<file path="src/rtl/nunchuk_poller_if.sv">
// nunchuk_poller_if
//   Command/status bus between the nunchuk poller and the I2C master.
//   Signals:
//     ctrl_data [31:0]  command word (poller -> master), held stable between commands
//     wr_ctrl           one-cycle command strobe (poller -> master)
//     read              read/write select (poller -> master), held for whole transaction
//     status    [31:0]  master status (master -> poller):
//                       [31] busy, [30] addr NACK, [29] data NACK, [28] read done, [7:0] data
//   Modports:
//     master  poller side (drives commands, consumes status)
//     slave   I2C master side (consumes commands, drives status)
interface nunchuk_poller_if;
    logic [31:0] ctrl_data;
    logic        wr_ctrl;
    logic        read;
    logic [31:0] status;

    modport master (
        output ctrl_data,
        output wr_ctrl,
        output read,
        input  status
    );

    modport slave (
        input  ctrl_data,
        input  wr_ctrl,
        input  read,
        output status
    );
endinterface

</file>
<file path="src/rtl/nunchuk_poller.sv">
// nunchuk_poller
//   Command sequencer sitting in front of the I2C master. Initialises a Wii
//   nunchuk, then polls its 6-byte report and publishes the decoded joystick,
//   accelerometer and button values atomically. Only one I2C transaction is
//   ever in flight.
//
// Parameters:
//   I2C_ADDR      7-bit slave address placed in ctrl_data[30:24]
//   POLL_CYCLES   cycles from end of one report to start of the next (>= 2)
//   RETRY_CYCLES  backoff cycles after any NACK before full re-init (>= 2)
//
// Ports:
//   sys_clock     system clock, shared with the I2C master
//   reset         asynchronous, active-high
//   enable        1 = run; 0 = finish current report, then idle in POLL_WAIT
//   bus           command/status bus to the I2C master (master modport)
//   joy_x, joy_y  joystick bytes
//   accel_x/y/z   10-bit accelerometer values
//   btn_c, btn_z  buttons, 1 = pressed
//   sample_valid  one-cycle pulse when all report outputs update together
//   error         sticky NACK flag, cleared by the next complete report
//   sample_count  number of published reports, wraps at 16'hFFFF
//
// Build option:
//   NUNCHUK_LEGACY_INIT_EN  single legacy init write (sub 8'h40, data 8'h00)
//                           and every captured byte decoded as
//                           (b ^ 8'h17) + 8'h17 before use.
//                           Undefined: two-write unencrypted init, raw bytes.
module nunchuk_poller #(
    parameter logic [6:0]  I2C_ADDR     = 7'h52,
    parameter int unsigned POLL_CYCLES  = 160000,
    parameter int unsigned RETRY_CYCLES = 1600000
) (
    input  logic                    sys_clock,
    input  logic                    reset,
    input  logic                    enable,
    nunchuk_poller_if.master        bus,
    output logic [7:0]              joy_x,
    output logic [7:0]              joy_y,
    output logic [9:0]              accel_x,
    output logic [9:0]              accel_y,
    output logic [9:0]              accel_z,
    output logic                    btn_c,
    output logic                    btn_z,
    output logic                    sample_valid,
    output logic                    error,
    output logic [15:0]             sample_count
);

    typedef enum logic [2:0] {
        S_WAIT_READY,
        S_STROBE,
        S_WAIT_BUSY,
        S_WAIT_DONE,
        S_CHECK,
        S_POLL_WAIT,
        S_BACKOFF
    } state_t;

    // Which command of the sequence is currently being issued.
    typedef enum logic [1:0] {
        PH_INIT0,
        PH_INIT1,
        PH_READ
    } phase_t;

    state_t      state, state_n;
    phase_t      phase, phase_n;
    logic [2:0]  rd_idx, rd_idx_n;
    logic [31:0] cnt, cnt_n;

    logic        load_cmd;
    logic        capture;
    logic        publish;
    logic        set_error;
    logic        wr_strobe;

    logic [31:0] ctrl_q;
    logic        read_q;
    logic [32:0] cmd_next;
    logic [7:0]  shadow [0:4];

    logic        busy;
    logic        nack;
    logic [7:0]  rx_byte;
    logic        unused_status;

    assign busy          = bus.status[31];
    assign nack          = bus.status[30] | bus.status[29];
    assign unused_status = ^bus.status[28:8];

    function automatic logic [7:0] decode_byte(input logic [7:0] b);
`ifdef NUNCHUK_LEGACY_INIT_EN
        return (b ^ 8'h17) + 8'h17;
`else
        return b;
`endif
    endfunction

    // Returns {read, ctrl_data} for a given step of the sequence.
    function automatic logic [32:0] command(input phase_t ph, input logic [2:0] idx);
        case (ph)
`ifdef NUNCHUK_LEGACY_INIT_EN
            PH_INIT0: return {1'b0, 1'b1, I2C_ADDR, 8'h40, 8'h00, 8'h00};
`else
            PH_INIT0: return {1'b0, 1'b1, I2C_ADDR, 8'hF0, 8'h55, 8'h00};
`endif
            PH_INIT1: return {1'b0, 1'b1, I2C_ADDR, 8'hFB, 8'h00, 8'h00};
            default:  return {1'b1, 1'b0, I2C_ADDR, 5'b0, idx, 16'h0000};
        endcase
    endfunction

    assign rx_byte  = decode_byte(bus.status[7:0]);
    assign cmd_next = command(phase_n, rd_idx_n);

    // ------------------------------------------------------------------
    // State register
    // ------------------------------------------------------------------
    always_ff @(posedge sys_clock or posedge reset) begin
        if (reset) begin
            state  <= S_WAIT_READY;
            phase  <= PH_INIT0;
            rd_idx <= '0;
            cnt    <= '0;
        end else begin
            state  <= state_n;
            phase  <= phase_n;
            rd_idx <= rd_idx_n;
            cnt    <= cnt_n;
        end
    end

    // ------------------------------------------------------------------
    // Next state and control strobes
    // The command registers are loaded on the edge that leaves the
    // preceding state, so ctrl_data/read are already stable in S_STROBE
    // and wr_ctrl can fire in that same cycle. This also lets the last
    // POLL_WAIT cycle double as the command set-up cycle, giving exactly
    // POLL_CYCLES cycles from sample_valid to the next READ 0 strobe.
    // ------------------------------------------------------------------
    always_comb begin
        state_n   = state;
        phase_n   = phase;
        rd_idx_n  = rd_idx;
        cnt_n     = cnt;
        load_cmd  = 1'b0;
        capture   = 1'b0;
        publish   = 1'b0;
        set_error = 1'b0;
        wr_strobe = 1'b0;

        case (state)
            S_WAIT_READY: begin
                // Master still starting up while busy is high.
                if (!busy) begin
                    phase_n  = PH_INIT0;
                    rd_idx_n = '0;
                    load_cmd = 1'b1;
                    state_n  = S_STROBE;
                end
            end

            S_STROBE: begin
                if (!busy) begin
                    wr_strobe = 1'b1;
                    state_n   = S_WAIT_BUSY;
                end
            end

            S_WAIT_BUSY: begin
                if (busy) state_n = S_WAIT_DONE;
            end

            S_WAIT_DONE: begin
                if (!busy) state_n = S_CHECK;
            end

            S_CHECK: begin
                if (nack) begin
                    set_error = 1'b1;
                    cnt_n     = RETRY_CYCLES - 1;
                    state_n   = S_BACKOFF;
                end else begin
                    case (phase)
                        PH_INIT0: begin
`ifdef NUNCHUK_LEGACY_INIT_EN
                            cnt_n   = '0;
                            state_n = S_POLL_WAIT;
`else
                            phase_n  = PH_INIT1;
                            load_cmd = 1'b1;
                            state_n  = S_STROBE;
`endif
                        end
                        PH_INIT1: begin
                            // Init done: first poll starts as soon as enable allows.
                            cnt_n   = '0;
                            state_n = S_POLL_WAIT;
                        end
                        default: begin
                            if (rd_idx == 3'd5) begin
                                // Byte 5 goes straight to the outputs with the shadow.
                                publish = 1'b1;
                                cnt_n   = POLL_CYCLES - 1;
                                state_n = S_POLL_WAIT;
                            end else begin
                                capture  = 1'b1;
                                rd_idx_n = rd_idx + 3'd1;
                                load_cmd = 1'b1;
                                state_n  = S_STROBE;
                            end
                        end
                    endcase
                end
            end

            S_POLL_WAIT: begin
                if (cnt != '0) begin
                    cnt_n = cnt - 32'd1;
                end else if (enable && !busy) begin
                    phase_n  = PH_READ;
                    rd_idx_n = '0;
                    load_cmd = 1'b1;
                    state_n  = S_STROBE;
                end
            end

            S_BACKOFF: begin
                if (cnt != '0) begin
                    cnt_n = cnt - 32'd1;
                end else if (!busy) begin
                    phase_n  = PH_INIT0;
                    rd_idx_n = '0;
                    load_cmd = 1'b1;
                    state_n  = S_STROBE;
                end
            end

            default: begin
                state_n = S_WAIT_READY;
            end
        endcase
    end

    // ------------------------------------------------------------------
    // Command registers, shadow capture and report publication
    // ------------------------------------------------------------------
    always_ff @(posedge sys_clock or posedge reset) begin
        if (reset) begin
            ctrl_q       <= '0;
            read_q       <= 1'b0;
            joy_x        <= '0;
            joy_y        <= '0;
            accel_x      <= '0;
            accel_y      <= '0;
            accel_z      <= '0;
            btn_c        <= 1'b0;
            btn_z        <= 1'b0;
            sample_valid <= 1'b0;
            error        <= 1'b0;
            sample_count <= '0;
            for (int unsigned i = 0; i < 5; i++) begin
                shadow[i] <= '0;
            end
        end else begin
            sample_valid <= publish;

            if (load_cmd) begin
                {read_q, ctrl_q} <= cmd_next;
            end

            if (capture) begin
                shadow[rd_idx] <= rx_byte;
            end

            if (publish) begin
                joy_x        <= shadow[0];
                joy_y        <= shadow[1];
                accel_x      <= {shadow[2], rx_byte[3:2]};
                accel_y      <= {shadow[3], rx_byte[5:4]};
                accel_z      <= {shadow[4], rx_byte[7:6]};
                btn_c        <= ~rx_byte[1];
                btn_z        <= ~rx_byte[0];
                sample_count <= sample_count + 16'd1;
                read_q       <= 1'b0;
            end

            if (set_error) begin
                error <= 1'b1;
            end else if (publish) begin
                error <= 1'b0;
            end
        end
    end

    assign bus.ctrl_data = ctrl_q;
    assign bus.read      = read_q;
    assign bus.wr_ctrl   = wr_strobe;

endmodule
</file>
<file path="src/flat_wrapper.sv">
// flat-port wrapper written by rule: the top's interface ports become plain ports
module nunchuk_poller_flat 
#(
    parameter logic [6:0]  I2C_ADDR     = 7'h52,
    parameter int unsigned POLL_CYCLES  = 160000,
    parameter int unsigned RETRY_CYCLES = 1600000
)
  (sys_clock, reset, enable, joy_x, joy_y, accel_x, accel_y, accel_z, btn_c, btn_z, sample_valid, error, sample_count, bus_ctrl_data, bus_wr_ctrl, bus_read, bus_status);
  nunchuk_poller_if bus_i ();
  input  logic sys_clock;
  input  logic reset;
  input  logic enable;
  output logic [7:0] joy_x;
  output logic [7:0] joy_y;
  output logic [9:0] accel_x;
  output logic [9:0] accel_y;
  output logic [9:0] accel_z;
  output logic btn_c;
  output logic btn_z;
  output logic sample_valid;
  output logic error;
  output logic [15:0] sample_count;
  output wire logic [$bits(bus_i.ctrl_data)-1:0] bus_ctrl_data;
  output wire logic [$bits(bus_i.wr_ctrl)-1:0] bus_wr_ctrl;
  output wire logic [$bits(bus_i.read)-1:0] bus_read;
  input wire logic [$bits(bus_i.status)-1:0] bus_status;
  assign bus_ctrl_data = bus_i.ctrl_data;
  assign bus_wr_ctrl = bus_i.wr_ctrl;
  assign bus_read = bus_i.read;
  assign bus_i.status = bus_status;
  nunchuk_poller #(.I2C_ADDR(I2C_ADDR), .POLL_CYCLES(POLL_CYCLES), .RETRY_CYCLES(RETRY_CYCLES)) u_core (.sys_clock(sys_clock), .reset(reset), .enable(enable), .bus(bus_i), .joy_x(joy_x), .joy_y(joy_y), .accel_x(accel_x), .accel_y(accel_y), .accel_z(accel_z), .btn_c(btn_c), .btn_z(btn_z), .sample_valid(sample_valid), .error(error), .sample_count(sample_count));
endmodule
</file>
<file path="config.mk">
export PLATFORM = sky130hd
export DESIGN_NAME = nunchuk_poller_flat
export DESIGN_NICKNAME = d
export VERILOG_FILES = /design/src/rtl/nunchuk_poller_if.sv /design/src/rtl/nunchuk_poller.sv /design/src/flat_wrapper.sv
export SDC_FILE = /design/constraint.sdc
export NUM_CORES = 1
export LEC_CHECK = 0
export ABC_AREA = 0
export CAP_MARGIN = 10
export CORE_MARGIN = 2
export CORE_UTILIZATION = 53
export DETAILED_ROUTE_END_ITERATION = 12
export PLACE_DENSITY = 0.8
export SLEW_MARGIN = 5
export SYNTH_ARGS = -nofsm -noshare
export SYNTH_HDL_FRONTEND = slang
export SYNTH_SLANG_ARGS = --single-unit
</file>
<file path="constraint.sdc">
create_clock -name sys_clock -period 7.5 [get_ports sys_clock]
set_input_delay 1.5 -clock sys_clock [delete_from_list [all_inputs] [get_ports sys_clock]]
set_output_delay 1.5 -clock sys_clock [all_outputs]
set_load 0.01 [all_outputs]
</file>
==> metrics.csv <==
metric,value,unit
synthToLayoutAreaGrowth,19.9,%
n_fill_cell,1037,
leakagePower,4.14,nW
fmaxAchievable,225,MHz
required_time_worst_endpoint,6.00,ns
die_width,121,um
synth_cell_type_count,65,
hold_viol,0,
power_switching_share,32.5,%
final_layout_size_suffix_gt1_share,12.4,%
placedCellCount,959,
worst_ir_drop_vdd,0.000210,V
cts.repair_timing.setup_buffer_count,0,
sequentialPowerShare,44.1,%
postSynth.topFlopCell,sky130_fd_sc_hd__dfrtp_1,
die_area,14700,um2
worstRegToRegCells,7,
clock_tree.root_cell,sky130_fd_sc_hd__clkbuf_16,
initial_core_util,54.6,%
final_standard_cell_utilization_of_the_core,65.5,%
report.final.setup_viol,0,
gp_routability_congestion,0.887,
detail_route.wl_per_cell,16.4,um
cp_max_fo,10,
numCtsBuffers,17,
area.sequential,3850,um2
grt_pass1_vias,5487,
power.internal,1.55,mW
drtPass1Iterations,5,
cts.reportedPaths.clkPinSlew,0.06,ns
finalSetupTns,0,ns
routed_via_density,5.73,
fin_crit,4.45,ns
max-clock-path-buffers,2,
grt.overflow.total,0,
layout.cells.non_filler,991,
buffer_ports.inserted,97,
synth_warnings,0,
finalInstanceArea,8740,um2
grt_max_degree,79,
timing.rr.start,u_core.state[2]$_DFFE_PP0P_,
holdBufCountCts,0,
postLayoutSetupSlackWorst,3.05,ns
powerDensity,263,nW/um2
synth-seq-area-share,52.9,%
worst_ep_arrival_time,2.95,ns
ff2ff_setup_slack,4.61,ns
path_category_of_the_worst_min_delay_check,reg2reg,
unrepaired_setup_endpoints_after_global_routing,false,
core-area,13300,um2
layout_worst_path_cycle_share,59.3,%
insertion_delay,0.42,ns
synth.avg_cell_area,10.0,um2
crit_path_start_kind,input port,
grt_antenna_before_repair,0,
drc,0,
worst_setup_path_end_kind,output port,
share_clk_of_total_power,34.9,%
fin_hold_ws,0.461,ns
tritoncts,done,
syn-instance-count,728,
run_status,completed,
via_count,5675,
synthArstFlopShare,100,%
fin_skew,0.00663,ns
post-layout-total-power,2.30,mW
multiInputGateArea,3080,um2
pin_count,135,
setup.worst_path.start,bus_status[31],
cts.sink_count,154,
dp_hpwl,10700,um
ctsHtreeMaxLevel,4,
number_of_resized_instances_in_the_post_cts_repair_step,0,
final_common_cell,sky130_fd_sc_hd__nand2_1,
synth_enable_flop_cells,0,
dieHeight,121,um
synth-seq-cells,154,
detailedRoute.firstIterationViolations,430,
grt.total_usage,23.5,%
placementRows,42,
nets,842,
finalMaxSlewViolations,0,
drt.antenna.violating_nets,0,
diodes,0,
route.final.wire_length,16300,um
critical_path.endpoint,bus_wr_ctrl,
crit_reg_reg_endpoint,u_core.sample_count[13]$_DFFE_PP0P_,
max_slew.worst_pin.slew,1.02,ns
placement.setup.worst_slack,3.07,ns
max_cap_viol_count,0,
switching_power,0.747,mW
combinationalPowerShare,21.0,%
syn_area,7290,um2
most-common-layout-cells,"sky130_fd_sc_hd__nand2_1, sky130_fd_sc_hd__dfrtp_1, sky130_fd_sc_hd__clkdlybuf4s50_1",
slew_headroom,32.2,%
wire_length_of_the_first_global_routing_pass,27300,um
timing_worst_setup_path_type,in2out,
placed_cell_area,8190,um2
synth_stat cells (7+ instances only):
cell type	count	area, um2
sky130_fd_sc_hd__nand4_1	9	56.3
sky130_fd_sc_hd__o31ai_1	9	67.6
sky130_fd_sc_hd__a21oi_1	30	150
sky130_fd_sc_hd__nand3_1	10	50.1
sky130_fd_sc_hd__o21ai_0	39	195
sky130_fd_sc_hd__dfrtp_1	154	3850
sky130_fd_sc_hd__buf_4	27	203
sky130_fd_sc_hd__or4_1	7	52.6
sky130_fd_sc_hd__nor3_1	11	55.1
sky130_fd_sc_hd__buf_2	9	45.0
sky130_fd_sc_hd__and3_1	8	50.1
sky130_fd_sc_hd__mux2_2	40	450
sky130_fd_sc_hd__nand2_1	177	664
sky130_fd_sc_hd__clkbuf_1	13	48.8
sky130_fd_sc_hd__a31oi_1	9	56.3
sky130_fd_sc_hd__nor2_1	35	131
sky130_fd_sc_hd__xnor2_1	11	96.3
sky130_fd_sc_hd__inv_1	10	37.5
registers in the layout, indices dropped and copies added (netlist names):
signal	cells
u_core.accel_x	10
u_core.accel_y	10
u_core.accel_z	10
u_core.btn_c	1
u_core.btn_z	1
u_core.bus.ctrl_data	7
u_core.bus.read	1
u_core.cnt	32
u_core.error	1
u_core.joy_x	8
u_core.joy_y	8
u_core.phase	2
u_core.rd_idx	3
u_core.sample_count	16
u_core.sample_valid	1
u_core.shadow	40
u_core.state	3
metal layers:
| metal | wire length [um] | part of all wire [%] | vias to the layer above | global-route usage (%) |
|---|---|---|---|---|
| met1 | 7090 | 43 | 2837 | 31.5 |
| met3 | 880 | 5.4 | 25 | 5.12 |
| met2 | 8090 | 50 | 182 | 39.0 |
| met4 | 237 | 1.5 | 0 | 6.61 |
| li1 | - | - | 2631 | - |
| met5 | 0 | 0 | - | 0 |
cell families after synthesis:
logic type	share of synthesized area (%)
xor gates and xnor gates	1.92
DFF	52.9
muxes	6.61
AOI/OAI and AO/OA	11.1
buffers and inverters	5.73
adders and majority gates	0.858
other	0.0515
and+or+nand+nor	20.9
worst max-delay path, cell delays in order:
cell and delay, ns:
sky130_fd_sc_hd__clkdlybuf4s50_1 0.58, sky130_fd_sc_hd__nor4_1 0.29, sky130_fd_sc_hd__clkdlybuf4s50_1 0.58
how the worst min path moves through the flow:
stage	to	start	cells past startpoint
2_1_floorplan	u_core.accel_x[4]$_DFFE_PP0P_	u_core.shadow[18]$_DFFE_PP0P_	2
3_3_place_gp	u_core.accel_y[8]$_DFFE_PP0P_	u_core.shadow[14]$_DFFE_PP0P_	2
3_5_place_dp	u_core.joy_x[2]$_DFFE_PP0P_	u_core.shadow[34]$_DFFE_PP0P_	2
4_1_cts	u_core.joy_x[2]$_DFFE_PP0P_	u_core.shadow[34]$_DFFE_PP0P_	2
5_1_grt	u_core.accel_z[7]$_DFFE_PP0P_	u_core.shadow[5]$_DFFE_PP0P_	2
6_report	u_core.accel_y[9]$_DFFE_PP0P_	u_core.shadow[15]$_DFFE_PP0P_	2
final cells by class:
cell class	count	share of cell area, %
Multi-Input combinational cell	519	35.2
Timing Repair Buffer	99	11.3
Sequential cell	154	44.1
Clock inverter	13	1.36
Inverter	11	0.587
Clock buffer	19	4.95
Tap cell	176	2.52
power by group through the flow:
stage	clock network [mW]	registers, mW	logic (mW)
finish	0.803	1.02	0.483
global route	0.848	1.03	0.540
CTS	0.811	1.01	0.482
detailed placement	0	1.03	0.477
global placement	0	1.02	0.458
floorplan	0	0.985	0.412
(Power assumes the default switching activity.)
